File: config.mk
export PLATFORM = sky130hd
export DESIGN_NAME = data_store_rx
export DESIGN_NICKNAME = d
export VERILOG_FILES = /design/src/rtl/data_store_pkg.sv /design/src/rtl/data_store_rx_word_assembler.sv /design/src/rtl/xilinx_true_dual_port_read_first_2_clock_ram.sv /design/src/rtl/data_store_rx.sv
export SDC_FILE = /design/constraint.sdc
export NUM_CORES = 2
export LEC_CHECK = 0
export BUFFER_PORTS_ARGS = -buffer_cell sky130_fd_sc_hd__buf_2
export CAP_MARGIN = 20
export CORE_UTILIZATION = 60
export CTS_CLUSTER_DIAMETER = 150
export CTS_CLUSTER_SIZE = 16
export DETAILED_ROUTE_END_ITERATION = 8
export PLACE_DENSITY = 0.83
export RECOVER_POWER = 50
export SETUP_SLACK_MARGIN = 0.02
export SYNTH_ARGS = -nofsm -noshare
export SYNTH_HDL_FRONTEND = slang
export SYNTH_HIERARCHICAL = 1
export SYNTH_SLANG_ARGS = --single-unit
File: constraint.sdc
create_clock -name clk -period 17.1 [get_ports clk]
set_clock_uncertainty 0.05 [all_clocks]
set_input_delay 0.855 -clock clk [delete_from_list [all_inputs] [get_ports clk]]
set_output_delay 0.855 -clock clk [all_outputs]
set_load 0.05 [all_outputs]
File: src/rtl/data_store_pkg.sv
`default_nettype none
// ============================================================================
//  Module      : data_store_pkg
//  Description : Shared types, defaults and helpers for the receive-side
//                payload store (data_store_rx and its sub-modules).
//                  rx_state_t     - receive/drain state encoding
//                  cksum_fold     - end-around-carry fold of a 17-bit sum
//                  SYMS_PER_WORD  - symbols per buffered word (defaults)
//  Revision    : 1.0 - initial release
// ============================================================================
package data_store_pkg;

  localparam int DEF_N         = 2;
  localparam int DEF_DATA_SIZE = 16;
  localparam int DEF_DEPTH     = 256;
  localparam int SYMS_PER_WORD = DEF_DATA_SIZE / DEF_N;

  typedef enum logic [1:0] {
    IDLE  = 2'd0,
    FILL  = 2'd1,
    DONE  = 2'd2,
    DRAIN = 2'd3
  } rx_state_t;

  // Folding once is enough: two 16-bit operands sum to at most 0x1FFFE,
  // whose fold (0xFFFF) cannot carry again.
  function automatic logic [15:0] cksum_fold(input logic [16:0] sum);
    return sum[15:0] + {15'd0, sum[16]};
  endfunction

endpackage
`default_nettype wire

File: src/rtl/data_store_rx_word_assembler.sv
`default_nettype none
// ============================================================================
//  Module      : rx_word_assembler
//  Description : Packs N-bit symbols MSB-first into W-bit words. The word is
//                presented combinationally on the cycle its last symbol
//                arrives. On i_sym_last a partial word holding at least one
//                whole byte is flushed with its low bits zero-padded.
//  Ports       : i_sym_valid/i_sym/i_sym_last - symbol stream in
//                o_word_valid/o_word           - completed word (same cycle)
//  Revision    : 1.0 - initial release
// ============================================================================
module rx_word_assembler #(
  parameter int N = 2,
  parameter int W = 16
) (
  input  logic         clk,
  input  logic         rst,
  input  logic         i_sym_valid,
  input  logic [N-1:0] i_sym,
  input  logic         i_sym_last,
  output logic         o_word_valid,
  output logic [W-1:0] o_word
);

  localparam int c_SYMS = W / N;
  localparam int c_CW   = (c_SYMS > 1) ? $clog2(c_SYMS) : 1;

  logic [c_CW-1:0] r_cnt;
  logic [W-1:0]    r_acc;
  logic [W-1:0]    w_sym_pos;
  logic            w_full;

  always_comb begin
    w_sym_pos = '0;
    for (int k = 0; k < c_SYMS; k++) begin
      if (r_cnt == c_CW'(k)) w_sym_pos[W-1-k*N -: N] = i_sym;
    end
    w_full       = (r_cnt == c_CW'(c_SYMS - 1));
    o_word       = r_acc | w_sym_pos;
    // A trailing fragment shorter than one byte is never flushed as a word.
    o_word_valid = i_sym_valid &&
                   (w_full || (i_sym_last && ((int'(r_cnt) + 1) * N >= 8)));
  end

  always_ff @(posedge clk or posedge rst) begin
    if (rst) begin
      r_cnt <= '0;
      r_acc <= '0;
    end else if (i_sym_valid) begin
      if (w_full || i_sym_last) begin
        r_cnt <= '0;
        r_acc <= '0;
      end else begin
        r_cnt <= r_cnt + c_CW'(1);
        r_acc <= o_word;
      end
    end
  end

endmodule
`default_nettype wire

File: src/rtl/xilinx_true_dual_port_read_first_2_clock_ram.sv
`default_nettype none
// ============================================================================
//  Module      : xilinx_true_dual_port_read_first_2_clock_ram
//  Description : Block-RAM with a read port (A) and a write port (B), each on
//                its own clock. Port A has a registered output stage, giving
//                a 2-cycle read latency.
//  Ports       : clka/ena/regcea/addra/douta - read port and output register
//                clkb/enb/web/addrb/dinb     - write port
//  Revision    : 1.0 - initial release
// ============================================================================
module xilinx_true_dual_port_read_first_2_clock_ram #(
  parameter int RAM_WIDTH = 16,
  parameter int RAM_DEPTH = 256
) (
  input  logic                         clka,
  input  logic                         ena,
  input  logic                         regcea,
  input  logic [$clog2(RAM_DEPTH)-1:0] addra,
  output logic [RAM_WIDTH-1:0]         douta,
  input  logic                         clkb,
  input  logic                         enb,
  input  logic                         web,
  input  logic [$clog2(RAM_DEPTH)-1:0] addrb,
  input  logic [RAM_WIDTH-1:0]         dinb
);

  logic [RAM_WIDTH-1:0] r_mem [RAM_DEPTH];
  logic [RAM_WIDTH-1:0] r_ram_a;

  always_ff @(posedge clkb) begin
    if (enb && web) r_mem[addrb] <= dinb;
  end

  always_ff @(posedge clka) begin
    if (ena) r_ram_a <= r_mem[addra];
  end

  always_ff @(posedge clka) begin
    if (regcea) douta <= r_ram_a;
  end

endmodule
`default_nettype wire

File: src/rtl/data_store_rx.sv
`default_nettype none
// ============================================================================
//  Module      : data_store_rx
//  Description : Receive-side payload store. Deserializes an N-bit MSB-first
//                symbol stream into DATA_SIZE-bit words held in BRAM, counts
//                whole bytes and accumulates the 16-bit ones-complement sum,
//                then drains the words on request.
//  Ports       : axiiv/axiid/axiil     - symbol stream in, axiil marks last
//                expected_cksum        - compared at frame end
//                read_request          - level, drains while high
//                axiov/axiod/axi_last  - drained word stream
//                data_length/data_cksum/cksum_ok/frame_done/overflow - status
//  Revision    : 1.0 - initial release
// ============================================================================
module data_store_rx
  import data_store_pkg::*;
#(
  parameter int N         = DEF_N,
  parameter int DATA_SIZE = DEF_DATA_SIZE,
  parameter int DEPTH     = DEF_DEPTH
) (
  input  logic                 clk,
  input  logic                 rst,
  input  logic                 axiiv,
  input  logic [N-1:0]         axiid,
  input  logic                 axiil,
  input  logic [15:0]          expected_cksum,
  input  logic                 read_request,
  output logic                 axiov,
  output logic [DATA_SIZE-1:0] axiod,
  output logic                 axi_last,
  output logic [15:0]          data_length,
  output logic [15:0]          data_cksum,
  output logic                 cksum_ok,
  output logic                 frame_done,
  output logic                 overflow
);

  localparam int c_ADDR_W = $clog2(DEPTH);
  localparam int c_IDX_W  = c_ADDR_W + 1;   // indices reach DEPTH without wrapping

  rx_state_t            r_state, w_state_nxt;
  logic [c_IDX_W-1:0]   r_wr_idx, r_rd_ptr, r_out_cnt;
  logic [c_IDX_W-1:0]   w_wr_base, w_out_next;
  logic [15:0]          r_len, w_len_base, w_len_next;
  logic [2:0]           r_frac, w_frac_base;
  logic [5:0]           w_bits;
  logic [15:0]          r_sum, w_sum_base, w_sum_next;
  logic [15:0]          r_cksum;
  logic                 r_cksum_ok, r_frame_done, r_overflow;
  logic                 r_v1, r_v2, r_l1, r_l2;
  logic                 w_start, w_wr_room, w_wr_en, w_issue, w_issue_last;
  logic                 w_word_valid, w_half_valid;
  logic [DATA_SIZE-1:0] w_word, w_douta;
  logic [15:0]          w_half;

  rx_word_assembler #(.N(N), .W(DATA_SIZE)) u_word_asm (
    .clk(clk), .rst(rst), .i_sym_valid(axiiv), .i_sym(axiid), .i_sym_last(axiil),
    .o_word_valid(w_word_valid), .o_word(w_word)
  );

  rx_word_assembler #(.N(N), .W(16)) u_half_asm (
    .clk(clk), .rst(rst), .i_sym_valid(axiiv), .i_sym(axiid), .i_sym_last(axiil),
    .o_word_valid(w_half_valid), .o_word(w_half)
  );

  xilinx_true_dual_port_read_first_2_clock_ram #(
    .RAM_WIDTH(DATA_SIZE), .RAM_DEPTH(DEPTH)
  ) u_ram (
    .clka(clk), .ena(1'b1), .regcea(1'b1), .addra(r_rd_ptr[c_ADDR_W-1:0]), .douta(w_douta),
    .clkb(clk), .enb(1'b1), .web(w_wr_en), .addrb(w_wr_base[c_ADDR_W-1:0]), .dinb(w_word)
  );

  // Any symbol arriving outside FILL opens a new frame; the per-frame
  // counters then restart from zero on this very symbol.
  always_comb begin
    w_start      = axiiv && (r_state != FILL);
    w_wr_base    = w_start ? '0 : r_wr_idx;
    w_wr_room    = (w_wr_base < c_IDX_W'(DEPTH));
    w_wr_en      = w_word_valid && w_wr_room;
    w_len_base   = w_start ? '0 : r_len;
    w_frac_base  = w_start ? '0 : r_frac;
    w_bits       = {3'd0, w_frac_base} + 6'(N);
    w_len_next   = w_len_base + 16'(w_bits[5:3]);
    w_sum_base   = w_start ? '0 : r_sum;
    w_sum_next   = w_half_valid ? cksum_fold({1'b0, w_sum_base} + {1'b0, w_half})
                                : w_sum_base;
    w_issue      = read_request && !axiiv && ((r_state == DONE) || (r_state == DRAIN))
                   && (r_rd_ptr < r_wr_idx);
    w_issue_last = w_issue && ((r_rd_ptr + c_IDX_W'(1)) == r_wr_idx);
    w_out_next   = r_out_cnt + c_IDX_W'(r_v2);
  end

  always_comb begin
    w_state_nxt = r_state;
    case (r_state)
      DONE:    if (w_issue) w_state_nxt = DRAIN;
      DRAIN:   if (r_v2 && r_l2) w_state_nxt = DONE;
      default: w_state_nxt = r_state;
    endcase
    if (axiiv) w_state_nxt = axiil ? DONE : FILL;
  end

  always_ff @(posedge clk or posedge rst) begin
    if (rst) begin
      r_state      <= IDLE;
      r_wr_idx     <= '0;
      r_len        <= '0;
      r_frac       <= '0;
      r_sum        <= '0;
      r_cksum      <= '0;
      r_cksum_ok   <= 1'b0;
      r_overflow   <= 1'b0;
      r_frame_done <= 1'b0;
      r_rd_ptr     <= '0;
      r_out_cnt    <= '0;
      r_v1         <= 1'b0;
      r_v2         <= 1'b0;
      r_l1         <= 1'b0;
      r_l2         <= 1'b0;
    end else begin
      r_state      <= w_state_nxt;
      r_frame_done <= axiiv && axiil;
      if (axiiv) begin
        r_wr_idx   <= w_wr_base + (w_wr_en ? c_IDX_W'(1) : c_IDX_W'(0));
        r_overflow <= (w_start ? 1'b0 : r_overflow) | (w_word_valid && !w_wr_room);
        r_len      <= w_len_next;
        r_frac     <= w_bits[2:0];
        r_sum      <= w_sum_next;
        if (axiil) begin
          r_cksum    <= ~w_sum_next;
          r_cksum_ok <= (~w_sum_next == expected_cksum);
        end else if (w_start) begin
          r_cksum    <= '0;
          r_cksum_ok <= 1'b0;
        end
      end
      if (w_start) begin
        r_rd_ptr  <= '0;
        r_out_cnt <= '0;
        r_v1      <= 1'b0;
        r_v2      <= 1'b0;
        r_l1      <= 1'b0;
        r_l2      <= 1'b0;
      end else begin
        r_v1      <= w_issue;
        r_l1      <= w_issue_last;
        // Dropping read_request kills words still inside the BRAM pipeline
        // and rewinds the read pointer to the first word not yet presented.
        r_v2      <= r_v1 && read_request;
        r_l2      <= r_l1 && read_request;
        r_out_cnt <= w_out_next;
        if (!read_request) r_rd_ptr <= w_out_next;
        else if (w_issue)  r_rd_ptr <= r_rd_ptr + c_IDX_W'(1);
      end
    end
  end

  assign axiov       = r_v2;
  assign axi_last    = r_v2 && r_l2;
  assign axiod       = r_v2 ? w_douta : '0;
  assign data_length = r_len;
  assign data_cksum  = r_cksum;
  assign cksum_ok    = r_cksum_ok;
  assign frame_done  = r_frame_done;
  assign overflow    = r_overflow;

endmodule
`default_nettype wire

== Word-level counts from Yosys, hierarchy flattened ==
Memories as Yosys holds them, arrays and structs flattened. A register that Yosys moved wholly into a read port is not among the register bits.
Index checks and enable logic that the tools add are counted.

* Logic and storage cells: 137
* Output and inout bits: 53
* Memories kept: 1
* Input port bits: 23
* Bits in registers: 141
* Bits in writable memories: 4,096

* Add/subtract/negate cells: 11
* Bitwise gates (word level): 4
* Reduce and logical (&&, ||, !) cells: 28
* Order comparisons: 4
* Equality and inequality tests: 22
* Muxes and demuxes: 47

{| class="wikitable"
|+ Memory list
! memory !! depth !! width !! rd ports !! clocked after Yosys merged registers in !! write ports !! RTL line !! RTL
|-
| u_ram.r_mem || 256 || 16 || 1 || 1 || 1 || xilinx_true_dual_port_read_first_2_clock_ram.sv:27 || <nowiki>logic [RAM_WIDTH-1:0] r_mem [RAM_DEPTH];</nowiki>
|}

{| class="wikitable"
|+ Operator list
! operator !! number
|-
| $mux W16 || 8
|-
| $ge A32 B5 Y1 const B || 2
|-
| $mux W9 || 5
|-
| $mux W2 || 20
|-
| $add A16 B1 Y16 || 2
|-
| $or A16 B16 Y16 || 2
|-
| $eq A3 B3 Y1 const B || 8
|-
| $add A9 B1 Y9 || 2
|-
| $add A16 B16 Y17 || 1
|-
| $eq A16 B16 Y1 || 1
|-
| $not A16 Y16 || 1
|-
| $logic_and A1 B1 Y1 || 15
|-
| $eq A3 B2 Y1 const B || 4
|-
| $mux W1 || 10
|-
| $add A9 B1 Y9 const B || 1
|-
| $eq A9 B9 Y1 || 1
|-
| $lt A9 B9 Y1 || 1
|-
| $lt A9 B9 Y1 const B || 1
|-
| $mux W3 || 3
|-
| $add A3 B1 Y4 const B || 2
|-
| $add A3 B1 Y3 const B || 2
|-
| $eq A3 B1 Y1 const B || 2
|-
| $logic_not A3 Y1 || 2
|-
| $ne A3 B3 Y1 const B || 2
|-
| 12 further kinds || 18
|}

== Logic depth before layout (Yosys ltp) ==
* Word-level depth: 9
* Gate-level depth with buffers: 29
* Gate-level depth less buffers: 25

== By module ==
Netlist, hierarchy kept.

{| class="wikitable"
|+ Modules (own cells, without submodules)
! module !! times used !! area an instance (um^2) !! cells each
|-
| xilinx_true_dual_port_read_first_2_clock_ram || 1 || 158,887.4 || 7,374
|-
| data_store_rx || 1 || 6,708.9 || 759
|-
| rx_word_assembler || 2 || 1,014.7 || 105
|}

== Worst setup path before layout ==
OpenSTA, ideal clock, no wires.

* Kind: input to register
* Start point: in axiid[1]
* End point: mem u_ram.r_mem[0][13], data pin
* Path buffers: 1
* Setup time: 2,187 ps
* Setup slack: 3,843 ps
* Data arrival time: 11,020 ps
* Cell stages on the path: 3
* Path through: buf_2 -> nand2_1 -> o21ai_0

* Longest elaborated chain between the ends: 2

{| class="wikitable"
|+ RTL lines
! what !! RTL line !! RTL
|-
| from (decl) || data_store_rx.sv:25 || <nowiki>input logic [N-1:0] axiid,</nowiki>
|-
| $mux W2 || data_store_rx_word_assembler.sv:36 || <nowiki>if (r_cnt == c_CW'(k)) w_sym_pos[W-1-k*N -: N] = i_sym;</nowiki>
|-
| $or A16 B16 Y16 || data_store_rx_word_assembler.sv:39 || <nowiki>o_word = r_acc | w_sym_pos;</nowiki>
|-
| net w_word[13] || data_store_rx.sv:54 || <nowiki>logic [DATA_SIZE-1:0] w_word, w_douta;</nowiki>
|-
| to (decl) || xilinx_true_dual_port_read_first_2_clock_ram.sv:27 ||
|}

The timed path passes the listed nets, and every way through them passes these cells.

== Final worst setup path ==
* Start point: reg u_word_asm.r_cnt[2]
* End point: mem u_ram.r_mem[62][5], data pin

* Longest elaborated chain between the ends: 3

{| class="wikitable"
|+ RTL lines
! what !! RTL line !! RTL
|-
| from (decl) || data_store_rx_word_assembler.sv:28 || <nowiki>logic [c_CW-1:0] r_cnt;</nowiki>
|-
| from (signal assigned) || data_store_rx_word_assembler.sv:54 || <nowiki>r_cnt <= r_cnt + c_CW'(1);</nowiki>
|-
| $eq A3 B3 Y1 || data_store_rx_word_assembler.sv:36 ||
|-
| $mux W2 || data_store_rx_word_assembler.sv:36 ||
|-
| $or A16 B16 Y16 || data_store_rx_word_assembler.sv:39 ||
|-
| net w_word[5] || data_store_rx.sv:54 ||
|}

The timed path passes the listed nets, and every way through them passes these cells.

==> flow_summary.ini <==
[clock_tree]
cts_buffer_depth = 4
root_buffer = clkbuf_16
cts-resized-gates = 0
cts_buffers = 307
clock_latency_ns = 0.91
htree_levels = 5
cts_tree = done
ctsHoldBuffers = 1
clk_pin_slew_ns = 0.08
cts_setup_buffers = 0
clock-sinks = 4252

[min_path]
hold_class = in -> reg

[timing]
fmax_ghz = 0.0793
max_slew_margin_pct = -559
rsz0062_at_grt = no
timing.final.max_slew_violations = 4351
worst_pin_slew_ns = 9.88
layout_min_cycle_time_ns = 12.61
finalCritPeriodShare_pct = 73.8
setup_tns_ns = 0
hold_viol_final = 0
setup_violations = 0

[power_and_ir_drop]
p_leak_uw = 0.0569
power.density_nw_per_um2 = 112
irDropWorstVdd_mv = 0.0911

[cells_and_area]
syn2layout_area_growth_pct = 7.93
multi_input_area_um2 = 37700
drive_above_1_share_pct = 18.2
final_cell_mix = edfxtp_1 (4128), mux4_2 (781), mux2i_1 (623), nor2_1 (331), clkbuf_16 (312)
fin_nets = 8681
nFillCells = 16900
seq_area_um2 = 127000
postLayoutCoreUtil_pct = 65.3
final_cells = 12400
final_common_cell = edfxtp_1

[grt]
grt_use_total_pct = 31.1
grt_pass1_wl_um = 624000
gr-total-overflow = 0
antenna_found_initial = 22
grt_max_degree = 209
grt_pass1_vias = 88700

[worst_setup_path]
worstPathRequired_ns = 16.42
start_kind = flop
critPathKind = reg -> reg
arrival_ns = 11.93
worstPathMaxFanout = 192
cp-end-kind = flop

[detailed_routing]
dr.pass1.iters = 9
ant_nets = 0
vias = 90400
drt_iter0_drc = 14800
via_per_inst = 7.31
drt_wl_total_um = 440000
routedWlPerCell_um = 35.6
route.detailed.drc = 8

[placed_design]
gp_congestion = 0.919
dp_hpwl_um = 241000
numPlacedInstances = 12000
io_buffer_count = 75

[logic_synthesis]
synthFlopType = edfxtp_1
yosys.area.top_type_share_pct = 73.9
synth_warnings = 6
syn_area_per_cell_um2 = 20.1
async_reset_ff_share_pct = 2.92
seq_area_frac_synth_pct = 75.8
ys_types = 112
synth_area_leaders = edfxtp_1 (74%), mux4_2 (10%), mux2i_1 (3.7%), dfrtp_1 (1.9%), o221ai_1 (1.4%)
yosysTopAreaCell = edfxtp_1
synth_edf_count = 4128
synth_seq_cells = 4252
syn-instance-count = 8343
syn_area_um2 = 168000

[outcome]
violations = DRC, capacitance limit, slew limit
status = finished with violations

[die]
rows = 193
die_w_um = 531
core_region_area_um2 = 277000
dieArea_um2 = 281000
initial_core_util_pct = 60.5
io_pins = 76
die_h_um = 531

[job]
cap_violations = 49
sequential cells by signal (all words and copies together) (netlist names), 9 cells and up:
name,cells
data_cksum,16
r_wr_idx,9
r_sum,16
r_out_cnt,9
u_word_asm/r_acc,16
r_rd_ptr,9
data_length,16
u_ram/douta,16
u_ram/r_mem,4096
u_ram/r_ram_a,16
u_half_asm/r_acc,16
per-layer routing:
layer | up-vias | GRT usage [%] | wire, µm | part of all wire [%]
met5 | - | 0 | 368 | 0.084
met4 | 18 | 16.5 | 28100 | 6.4
met3 | 1473 | 8.09 | 59000 | 13
met2 | 8134 | 48.8 | 207000 | 47
met1 | 45900 | 40.3 | 145000 | 33
li1 | 35000 | - | - | -
logic make-up after synthesis:
kind of cell	count (synthesis)	share of synthesized area, %
simple gates	900	2.55
other cells	1	0.00224
flops	4252	75.8
buf+inv	567	1.94
fa+ha+maj	45	0.338
mux	1419	14.3
compound gates	1067	4.55
xor+xnor	92	0.511
critical path, stage by stage, from the launching register on:
cell and delay (ns):
dfrtp_1 0.90, clkinv_1 0.69, o21bai_4 0.29, clkbuf_1 2.29, clkbuf_1 6.42
stage by stage:
stage | instance area (µm²) | worst slack, ns | total power [µW] | hold slack [ns]
final | 181000 | 4.49 | 20300 | 0.286
after global routing | 181000 | 4.26 | 20800 | 0.263
after floorplan | 168000 | 3.84 | 13400 | 0.350
after detailed placement | 173000 | 8.68 | 13800 | 0.355
after global placement | 173000 | 8.75 | 13700 | 0.362
after CTS | 181000 | 8.86 | 20200 | 0.262
power by group:
part	internal (µW)	leakage (µW)	switching [µW]
clock network	3300	0.00400	3380
registers	11700	0.0400	41.7
logic	599	0.0129	1290
Yosys cell counts, types with 22 or more instances:
library cell,instances
nand3_1,71
o21ai_0,124
clkbuf_1,213
nor3_1,107
mux2i_1,623
nand4_1,34
buf_6,78
a22oi_1,95
edfxtp_1,4128
a22o_1,28
inv_1,50
nand2_1,137
xnor2_1,48
nor2_1,367
buf_4,46
o221ai_1,270
ha_1,40
and2_1,42
a221oi_1,22
mux4_2,781
dfrtp_1,124
nor4_1,26
xor2_1,40
a21oi_1,183
buf_2,121
o22ai_1,169
buf_1,37
final timing paths:
check                               startpoint                 end  slack (ns)  depth (start not counted)
max reg2reg                u_word_asm/r_cnt[2]  u_ram/r_mem[62][5]        4.49                          4
max                        u_word_asm/r_cnt[2]  u_ram/r_mem[62][5]        4.49                          4
min                         expected_cksum[15]            cksum_ok        0.29                          3
min in group asynchronous                  rst         r_wr_idx[6]        0.59                          3
min reg2reg                  u_ram/r_ram_a[10]     u_ram/douta[10]        0.39                          0
max in group asynchronous                  rst         r_rd_ptr[0]       11.72                          4
cell type report:
class / count / share of cell area (%)
Sequential cell: 4252 / 70.2
Multi-Input combinational cell: 3556 / 20.8
Clock buffer: 338 / 4.37
Tap cell: 3705 / 2.56
Timing Repair Buffer: 445 / 1.70
Clock inverter: 15 / 0.165
Inverter: 55 / 0.120
Antenna cell: 10 / 0.0138
Power figures use the tool's default switching activity.
